## src/rtl/sb_cfg_pkg.sv

```systemverilog
// Shared definitions for the switch-box configuration loader: FSM encoding,
// code/checksum widths, the highest defined switch mode and checksum helpers.
package sb_cfg_pkg;

    localparam int SB_SW_W = 5;
    localparam int CSUM_W = 8;
    localparam logic [4:0] SB_MAX_CODE = 5'b00011;

    typedef enum logic [2:0] {
        ST_IDLE   = 3'd0,
        ST_LOAD   = 3'd1,
        ST_CHECK  = 3'd2,
        ST_COMMIT = 3'd3,
        ST_ERROR  = 3'd4
    } sb_state_e;

    // Fold one zero-extended switch code into the running XOR checksum.
    function automatic logic [CSUM_W-1:0] csum_fold(
        input logic [CSUM_W-1:0] acc,
        input logic [CSUM_W-1:0] code
    );
        return acc ^ code;
    endfunction

    // A code is legal when it names one of the defined switch modes.
    function automatic logic code_legal(input logic [CSUM_W-1:0] code);
        return (code <= CSUM_W'(SB_MAX_CODE));
    endfunction

endpackage

```

## src/rtl/sb_cfg_checker.sv

```systemverilog
// Combinational frame check over the shadow codes: XOR checksum of all
// zero-extended codes must match the received byte and every code must be a
// defined switch mode. Codes are assumed no wider than the checksum.
module sb_cfg_checker
    import sb_cfg_pkg::*;
#(
    parameter int N_SB = 8,
    parameter int SW_W = SB_SW_W
) (
    input  logic [N_SB*SW_W-1:0] codes,
    input  logic [CSUM_W-1:0]    csum_rx,
    output logic                 check_ok
);

    logic [CSUM_W-1:0] csum_calc_s;
    logic              range_ok_s;
    logic [CSUM_W-1:0] code_ext_s;

    // Accumulate the checksum and the range verdict across all boxes.
    always_comb begin
        csum_calc_s = '0;
        range_ok_s  = 1'b1;
        code_ext_s  = '0;
        for (int k = 0; k < N_SB; k++) begin
            code_ext_s  = CSUM_W'(codes[k*SW_W +: SW_W]);
            csum_calc_s = csum_fold(csum_calc_s, code_ext_s);
            if (!code_legal(code_ext_s)) begin
                range_ok_s = 1'b0;
            end else begin
                range_ok_s = range_ok_s;
            end
        end
        check_ok = range_ok_s && (csum_calc_s == csum_rx);
    end

endmodule

```

## src/rtl/sb_config_loader.sv

```systemverilog
// Serial configuration loader for N_SB switch boxes. A frame is shifted into
// a shadow register, checked, and only then committed atomically to the
// interconnect_switch outputs; CLB_prgm_b stays low unless a checked
// configuration is in force.
module sb_config_loader
    import sb_cfg_pkg::*;
#(
    parameter int N_SB = 8,
    parameter int SW_W = SB_SW_W
) (
    input  logic                 clk,
    input  logic                 reset,
    input  logic                 prgm_b,
    input  logic                 cfg_bit,
    input  logic                 cfg_valid,
    output logic                 cfg_ready,
    output logic [N_SB*SW_W-1:0] interconnect_switch,
    output logic                 CLB_prgm_b,
    output logic                 cfg_done,
    output logic                 cfg_err
);

    localparam int DATA_W    = N_SB * SW_W;
    localparam int FRAME_LEN = DATA_W + CSUM_W;
    localparam int CNT_W     = $clog2(FRAME_LEN + 1);

    sb_state_e             state_r;
    sb_state_e             state_nxt_s;
    logic [CNT_W-1:0]      bit_cnt_r;
    logic [FRAME_LEN-1:0]  shadow_r;
    logic                  armed_r;
    logic                  clb_saved_r;
    logic                  cfg_ready_r;
    logic [DATA_W-1:0]     switch_r;
    logic                  clb_prgm_b_r;
    logic                  cfg_done_r;
    logic                  cfg_err_r;

    logic                  last_bit_s;
    logic                  check_ok_s;
    logic [DATA_W-1:0]     codes_s;
    logic [CSUM_W-1:0]     csum_s;
    logic                  start_s;
    logic                  abort_s;
    logic                  accept_s;
    logic                  commit_s;
    logic                  fail_s;
    logic                  clb_set_s;

    // Shadow holds box 0 in its top bits (first bit in ends up at the MSB);
    // re-pack so box k sits at [k*SW_W +: SW_W] like the output bus.
    for (genvar k = 0; k < N_SB; k++) begin : g_unpack
        assign codes_s[k*SW_W +: SW_W] = shadow_r[FRAME_LEN-1-k*SW_W -: SW_W];
    end
    assign csum_s     = shadow_r[CSUM_W-1:0];
    assign last_bit_s = (bit_cnt_r == CNT_W'(FRAME_LEN - 1));

    sb_cfg_checker #(
        .N_SB (N_SB),
        .SW_W (SW_W)
    ) u_checker (
        .codes    (codes_s),
        .csum_rx  (csum_s),
        .check_ok (check_ok_s)
    );

    // State register; reset overrides any transition in the same cycle.
    always_ff @(posedge clk) begin
        if (reset) begin
            state_r <= ST_IDLE;
        end else begin
            state_r <= state_nxt_s;
        end
    end

    // Next-state selection.
    always_comb begin
        state_nxt_s = state_r;
        case (state_r)
            ST_IDLE: begin
                if (!prgm_b && armed_r) begin
                    state_nxt_s = ST_LOAD;
                end else begin
                    state_nxt_s = ST_IDLE;
                end
            end
            ST_LOAD: begin
                if (prgm_b) begin
                    state_nxt_s = ST_IDLE;
                end else if (cfg_valid && cfg_ready_r && last_bit_s) begin
                    state_nxt_s = ST_CHECK;
                end else begin
                    state_nxt_s = ST_LOAD;
                end
            end
            ST_CHECK: begin
                if (check_ok_s) begin
                    state_nxt_s = ST_COMMIT;
                end else begin
                    state_nxt_s = ST_ERROR;
                end
            end
            ST_COMMIT: state_nxt_s = ST_IDLE;
            ST_ERROR: begin
                if (prgm_b) begin
                    state_nxt_s = ST_IDLE;
                end else begin
                    state_nxt_s = ST_ERROR;
                end
            end
            default: state_nxt_s = ST_IDLE;
        endcase
    end

    // Per-state control strobes for the datapath registers.
    always_comb begin
        start_s   = 1'b0;
        abort_s   = 1'b0;
        accept_s  = 1'b0;
        commit_s  = 1'b0;
        fail_s    = 1'b0;
        clb_set_s = 1'b0;
        case (state_r)
            ST_IDLE:   start_s = !prgm_b && armed_r;
            ST_LOAD: begin
                abort_s  = prgm_b;
                accept_s = !prgm_b && cfg_valid && cfg_ready_r;
            end
            ST_CHECK: begin
                commit_s = check_ok_s;
                fail_s   = !check_ok_s;
            end
            ST_COMMIT: clb_set_s = 1'b1;
            ST_ERROR:  clb_set_s = 1'b0;
            default:   clb_set_s = 1'b0;
        endcase
    end

    // Datapath and registered outputs. armed_r makes frame start
    // edge-qualified: it is re-armed only by seeing prgm_b high.
    always_ff @(posedge clk) begin
        if (reset) begin
            bit_cnt_r    <= '0;
            shadow_r     <= '0;
            armed_r      <= 1'b1;
            clb_saved_r  <= 1'b0;
            cfg_ready_r  <= 1'b0;
            switch_r     <= '0;
            clb_prgm_b_r <= 1'b0;
            cfg_done_r   <= 1'b0;
            cfg_err_r    <= 1'b0;
        end else begin
            cfg_ready_r <= (state_nxt_s == ST_LOAD);
            cfg_done_r  <= commit_s;

            if (prgm_b) begin
                armed_r <= 1'b1;
            end else if (start_s) begin
                armed_r <= 1'b0;
            end else begin
                armed_r <= armed_r;
            end

            if (start_s) begin
                bit_cnt_r <= '0;
                shadow_r  <= '0;
            end else if (accept_s) begin
                bit_cnt_r <= bit_cnt_r + CNT_W'(1);
                shadow_r  <= {shadow_r[FRAME_LEN-2:0], cfg_bit};
            end else begin
                bit_cnt_r <= bit_cnt_r;
                shadow_r  <= shadow_r;
            end

            if (commit_s) begin
                switch_r <= codes_s;
            end else begin
                switch_r <= switch_r;
            end

            if (start_s) begin
                cfg_err_r <= 1'b0;
            end else if (fail_s) begin
                cfg_err_r <= 1'b1;
            end else begin
                cfg_err_r <= cfg_err_r;
            end

            if (start_s) begin
                clb_saved_r  <= clb_prgm_b_r;
                clb_prgm_b_r <= 1'b0;
            end else if (abort_s) begin
                clb_saved_r  <= clb_saved_r;
                clb_prgm_b_r <= clb_saved_r;
            end else if (clb_set_s) begin
                clb_saved_r  <= clb_saved_r;
                clb_prgm_b_r <= 1'b1;
            end else begin
                clb_saved_r  <= clb_saved_r;
                clb_prgm_b_r <= clb_prgm_b_r;
            end
        end
    end

    assign cfg_ready           = cfg_ready_r;
    assign interconnect_switch = switch_r;
    assign CLB_prgm_b          = clb_prgm_b_r;
    assign cfg_done            = cfg_done_r;
    assign cfg_err             = cfg_err_r;

endmodule

```

## config.mk

```make
export PLATFORM = sky130hd
export DESIGN_NAME = sb_config_loader
export DESIGN_NICKNAME = d
export VERILOG_FILES = /design/src/rtl/sb_cfg_pkg.sv /design/src/rtl/sb_cfg_checker.sv /design/src/rtl/sb_config_loader.sv
export SDC_FILE = /design/constraint.sdc
export NUM_CORES = 1
export LEC_CHECK = 0
export ABC_CLOCK_PERIOD_IN_PS = 1800
export BUFFER_PORTS_ARGS = -buffer_cell sky130_fd_sc_hd__buf_4
export CORE_ASPECT_RATIO = 0.6
export CORE_MARGIN = 5
export CORE_UTILIZATION = 50
export CTS_BUF_LIST = sky130_fd_sc_hd__clkbuf_8
export DETAILED_ROUTE_END_ITERATION = 7
export HOLD_SLACK_MARGIN = 0.05
export PLACE_DENSITY = 0.81
export SLEW_MARGIN = 20
export SYNTH_ARGS = -nofsm -noshare
export SYNTH_HDL_FRONTEND = slang
export SYNTH_SLANG_ARGS = --single-unit
```

## constraint.sdc

```tcl
create_clock -name clk -period 1.8 [get_ports clk]
set_input_delay 0.36 -clock clk [delete_from_list [all_inputs] [get_ports clk]]
set_output_delay 0.36 -clock clk [all_outputs]
set_load 0.02 [all_outputs]
```

# Word level (Yosys, flattened, before mapping)
# Index checks and enable logic that the tools add are counted.
# Widths: inputs -> output; s select.
# op_classes
n_reduce_logical	12
add_sub_neg	1
mux	22
eq_ne	7
magnitude_cmp	8
bitwise	7
# op_table
op	n
$xor 8x5->8	6
$le 5x2->1 const B	8
$mux 1	17
$pmux 3 s4	1
$eq 8x8->1	1
$add 6x1->6 const B	1
$eq 3x1->1 const B	2
$eq 3x2->1 const B	2
$eq 6x6->1 const B	1
$logic_and 1x1->1	6
$mux 3	2
$xor 5x5->5	1
$mux 2	2
$reduce_or 2->1	2
$eq 3x3->1 const B	1
$logic_not 3->1	1
$logic_not 1->1	2
$reduce_bool 2->1	1
# totals
reg_bits	103
wordCells	67
inputBits	5
output_inout_bits	44

# Longest topological paths before layout
# depth
depth_word	13
ltp_mapped	8
mapped_depth_nobuf	6

# Modules after synthesis
# From an unflattened synthesis, not the netlist that was laid out.
# hier_totals
cells_unflattened	527
area_unflattened_um2	4340.4
# by_module_without_submodules
module	cells_per_inst	instances	area_per_inst_um2	seq_area_each_um2
sb_config_loader	478	1	3893.7	2062.0
sb_cfg_checker	49	1	446.7	0.0

# Least setup slack after synthesis
# No wires, ideal clock.
# synth_timing
path_kind	register to register
start	register shadow_r[22]
end	register switch_r[13], in the netlist interconnect_switch[13]
n_path_buf	1
required_time_ps	1669
arrival_ps	1810
setup_ps	131
path_stages_with_launch	8
synth_period_minus_slack_ps	1941
slack_ps	-141
path_cell_list	dfxtp_1 xor2_1 xnor3_1 xnor2_2 nand3b_2 nor3_4 buf_4 nor3b_1
# synth_between
elab_chain_len	6
elab_cells_between_ends	10
cone_classes	1 x order compare; 1 x eq/ne; 4 x mux; 3 x bitwise; 1 x reduce/logical
# synth_rtl
element	line	rtl
start: declaration	sb_config_loader.sv:30	logic [FRAME_LEN-1:0] shadow_r;
start signal: assignment	sb_config_loader.sv:169	shadow_r <= {shadow_r[FRAME_LEN-2:0], cfg_bit};
start signal: assignment	sb_config_loader.sv:172	shadow_r <= shadow_r;
$le 5x2->1 or $xor 8x5->8 (tied branches)	sb_cfg_pkg.sv:27, sb_cfg_pkg.sv:22	
$mux 1 or $xor 8x5->8 (tied branches) (2 in a row)	sb_cfg_checker.sv:27, sb_cfg_pkg.sv:22	
$mux 1 or $eq 8x8->1 (tied branches)	sb_cfg_checker.sv:27, sb_cfg_checker.sv:33	
$logic_and 1x1->1 *	sb_cfg_checker.sv:33	check_ok = range_ok_s && (csum_calc_s == csum_rx);
$mux 1 *	sb_config_loader.sv:123	case (state_r)
end signal: assignment	sb_config_loader.sv:176	switch_r <= codes_s;
end signal: assignment	sb_config_loader.sv:178	switch_r <= switch_r;
end: declaration	sb_config_loader.sv:34	logic [DATA_W-1:0] switch_r;
# Mark *: on every way between the ends. The rest lies on a longest branch, timed or not.
# A chain may end at the register's enable or synchronous reset.

# Final worst setup path
# layout_timing
start	register shadow_r[10]
end	register switch_r[6], in the netlist interconnect_switch[6]
# layout_between
elab_chain_len	4
elab_cells_between_ends	6
cone_classes	1 x order compare; 1 x eq/ne; 2 x mux; 1 x bitwise; 1 x reduce/logical
# layout_rtl
element	line
$le 5x2->1 or $xor 8x5->8 (tied branches)	sb_cfg_pkg.sv:27, sb_cfg_pkg.sv:22
$mux 1 or $eq 8x8->1 (tied branches)	sb_cfg_checker.sv:27, sb_cfg_checker.sv:33
$logic_and 1x1->1 *	sb_cfg_checker.sv:33
$mux 1 *	sb_config_loader.sv:123
# Marked as above.

==> reports/qor.csv <==
metric,value,unit
sequential-to-total area share from yosys stat,50.14,%
FP Rows,25,
Async SR Flop Fraction,0,%
Mapped Cells,457,
r2r startpoint,shadow_r[10],
drt initial violations,422,
worst-path maximum fanout,10,
Post-Layout Inst Area,0.005403,mm²
CTS buffer count,9,
Max IR drop VDD,0.0004893,V
warnings from Yosys,0,
hold path startpoint,prgm_b,
"Clk pin slew, worst setup/hold paths",0.10,ns
Netlist cell types,36,
starting density of the core,51.76,%
ant diodes,0,
CTS tree,yes,
CTS Root Cell,clkbuf_8,
Post-DP Area,0.004940,mm²
Synth area leaders,"dfxtp_1 (50%), nand2_1 (9.1%), a21oi_1 (8.6%), nor3b_1 (4.4%), xnor2_1 (4.0%)",
CTS hold repair buffers,0,
Die H,80.25,µm
initial antenna violation count,0,
H-tree Lvls,3,
"Req. time, crit path",2.07,ns
DR pass1 iterations,5,
CTS sink cnt,103,
CP endpoint,interconnect_switch[6],
Setup-failing EPs final,45,
pwr dens,694.1,mW/mm²
top-count cell post-synth,dfxtp_1,
IO Port Bufs,48,
"Slew Viols, Final",0,
Final Worst Setup Slack,-0.2075,ns
Post-synth EDFFs,0,
crit path launch,shadow_r[10],
Nets,547,
# IOs,49,
Hold WC Path Type,in -> reg,
period utilisation layout,111.5,%
Max-Cap Viols,0,
R2R depth,7,
R2R Setup Slk,-0.21,ns
WL/cell,16.17,µm
Slew @ Worst Pin,0.4030,ns
RSZ-0062 raised after global routing,true,
Setup Total Neg Slack,-7.707,ns
# DRC,0,
leak pwr,2.060,nW
"area leader, netlist",dfxtp_1,
share of the synthesized area in the top cell type,50.14,%
status,finished with violations,
final wirelength,10.57,mm
Worst R2R End,interconnect_switch[6],
total power,3.750,mW
crit end category,flop,
Tmin final,2.007,ns
vias in the first global route,3325,
Final Wtd Congestion,0.8478,
first-pass GRT wire length,16.71,mm
DP HPWL,7.148,mm
Mean Syn Cell Area,8.999,µm²
crit path DAT,2.27,ns
Clock Tree Buf Depth,2,
most frequent cells after synthesis,"dfxtp_1 (103), nand2_1 (100), a21oi_1 (71), nor3b_1 (24)",
failing checks,negative setup slack,
Setup Crit Path Kind,reg -> reg,
core region area,0.007945,mm²
Seq cells post-synth,103,
Fin Hold WS,0.1791,ns
Post-Syn Area,0.004113,mm²
clock latency on the worst-skew pair,0.38,ns
Post-synth top flop,dfxtp_1,
synth-to-layout area growth,31.37,%
DIE AREA,0.01020,mm²
largest net degree at the start of global routing,58,
Layout Skew,0.01055,ns
final hold violation count,0,
grt total ovfl,0,
Avg Vias per Cell,5.523,
total track usage,20.82,%
Mapped Nets,463,
ANT nets after route,0,
share of post-route cells with drive strength above 1,32.05,%
worst relative slew slack,73.07,%
Die Span X,127.1,µm
via count,3612,
type of origin of the critical path,flop,
fmax,0.4981,GHz
fin util,68.00,%
==> worst min-delay path by stage <==
stage | endpoint | cells after the start
CTS | armed_r | 2
finish | armed_r | 2
detailed placement | cfg_err | 2
global placement | cfg_err | 2
global route | armed_r | 2
floorplan | shadow_r[8] | 2
==> cells in the final DEF, fill, tap and decap left out, types with 2 or more instances in the layout <==
cell	n
clkinvlp_4	2
nor2_4	2
o31ai_1	3
nand4_1	21
o31ai_2	10
a21oi_1	68
nor3b_1	24
nor2_1	13
dfxtp_1	90
clkinv_4	2
nand2_1	100
dfxtp_2	13
buf_4	97
nor4_1	6
and3_1	2
xnor3_2	2
clkbuf_8	9
a21oi_2	3
xnor3_1	3
nand3_1	3
xor2_1	14
inv_1	2
buf_12	4
xnor2_2	12
and4_1	2
o31ai_4	4
xnor2_1	9
buf_6	4
==> area by class of cell <==
type                            instances  area (µm²)
Fill cell                             603        2542
Multi-Input combinational cell        319        2132
Sequential cell                       103        2078
Timing Repair Buffer                  106       868.3
Tap cell                              108       135.1
Clock buffer                            9       123.9
Clock inverter                          7       57.56
Inverter                                2       7.507
==> cells by family (layout without fill, tap and decap cells) <==
logic type                 after synthesis  count (layout)  share of synthesized area [%]
xor gates and xnor gates                40              40                          10.56
DFF                                    103             103                          50.14
buffers and inverters                   35             124                          3.742
AOI/OAI and AO/OA                       92              92                          12.47
adders and majority gates                1               1                         0.3042
muxes                                    1               1                         0.2434
and+or+nand+nor                        185             185                          22.54
==> power breakdown <==
part	internal (mW)	switching (mW)
Clock	0.519	0.837
Sequential	2.28	0.00590
Combinational	0.0315	0.0749
Total	2.83	0.918
==> critical path: stages (launching register included) <==
cell and delay [ns]:
dfxtp_2 0.35, xnor2_2 0.17, xnor3_1 0.45, xnor2_2 0.21, nand3_2 0.17, buf_4 0.23
o31ai_2 0.20, a21oi_1 0.11
==> metrics by stage <==
stage                     setup slack [ns]  cells
after floorplan                    -0.1382    457
after global placement             -0.1465    636
after detailed placement           -0.2411    636
after CTS                          -0.1509    653
after global routing               -0.3355    654
final                              -0.2075    654
==> sequential cells by signal, indices dropped and copies added, names as in the netlist <==
| register | cells |
|---|---|
| bit_cnt_r | 6 |
| shadow_r | 48 |
| CLB_prgm_b | 1 |
| state_r | 3 |
| cfg_done | 1 |
| cfg_ready | 1 |
| interconnect_switch | 40 |
| clb_saved_r | 1 |
| cfg_err | 1 |
| armed_r | 1 |
==> repair_timing <==
item / 4_1_cts / 5_1_grt
pin swaps: 15 / 11
gates cloned: 0 / 0
buffers inserted: 1 / 1
endpoints found under the setup margin: 45 / 46
gates resized for setup: 29 / 28
hold endpoints to repair: 0 / 0
==> per-layer routing <==
layer	global-route usage [%]	part of all wire (%)	vias to the layer above
li1	-	-	1744
met4	7.923	1.5	0
met5	0	0	-
met2	30.91	46	116
met3	5.980	6.3	16
met1	28.74	47	1736
Note: power is estimated with default switching activity, not from simulation.
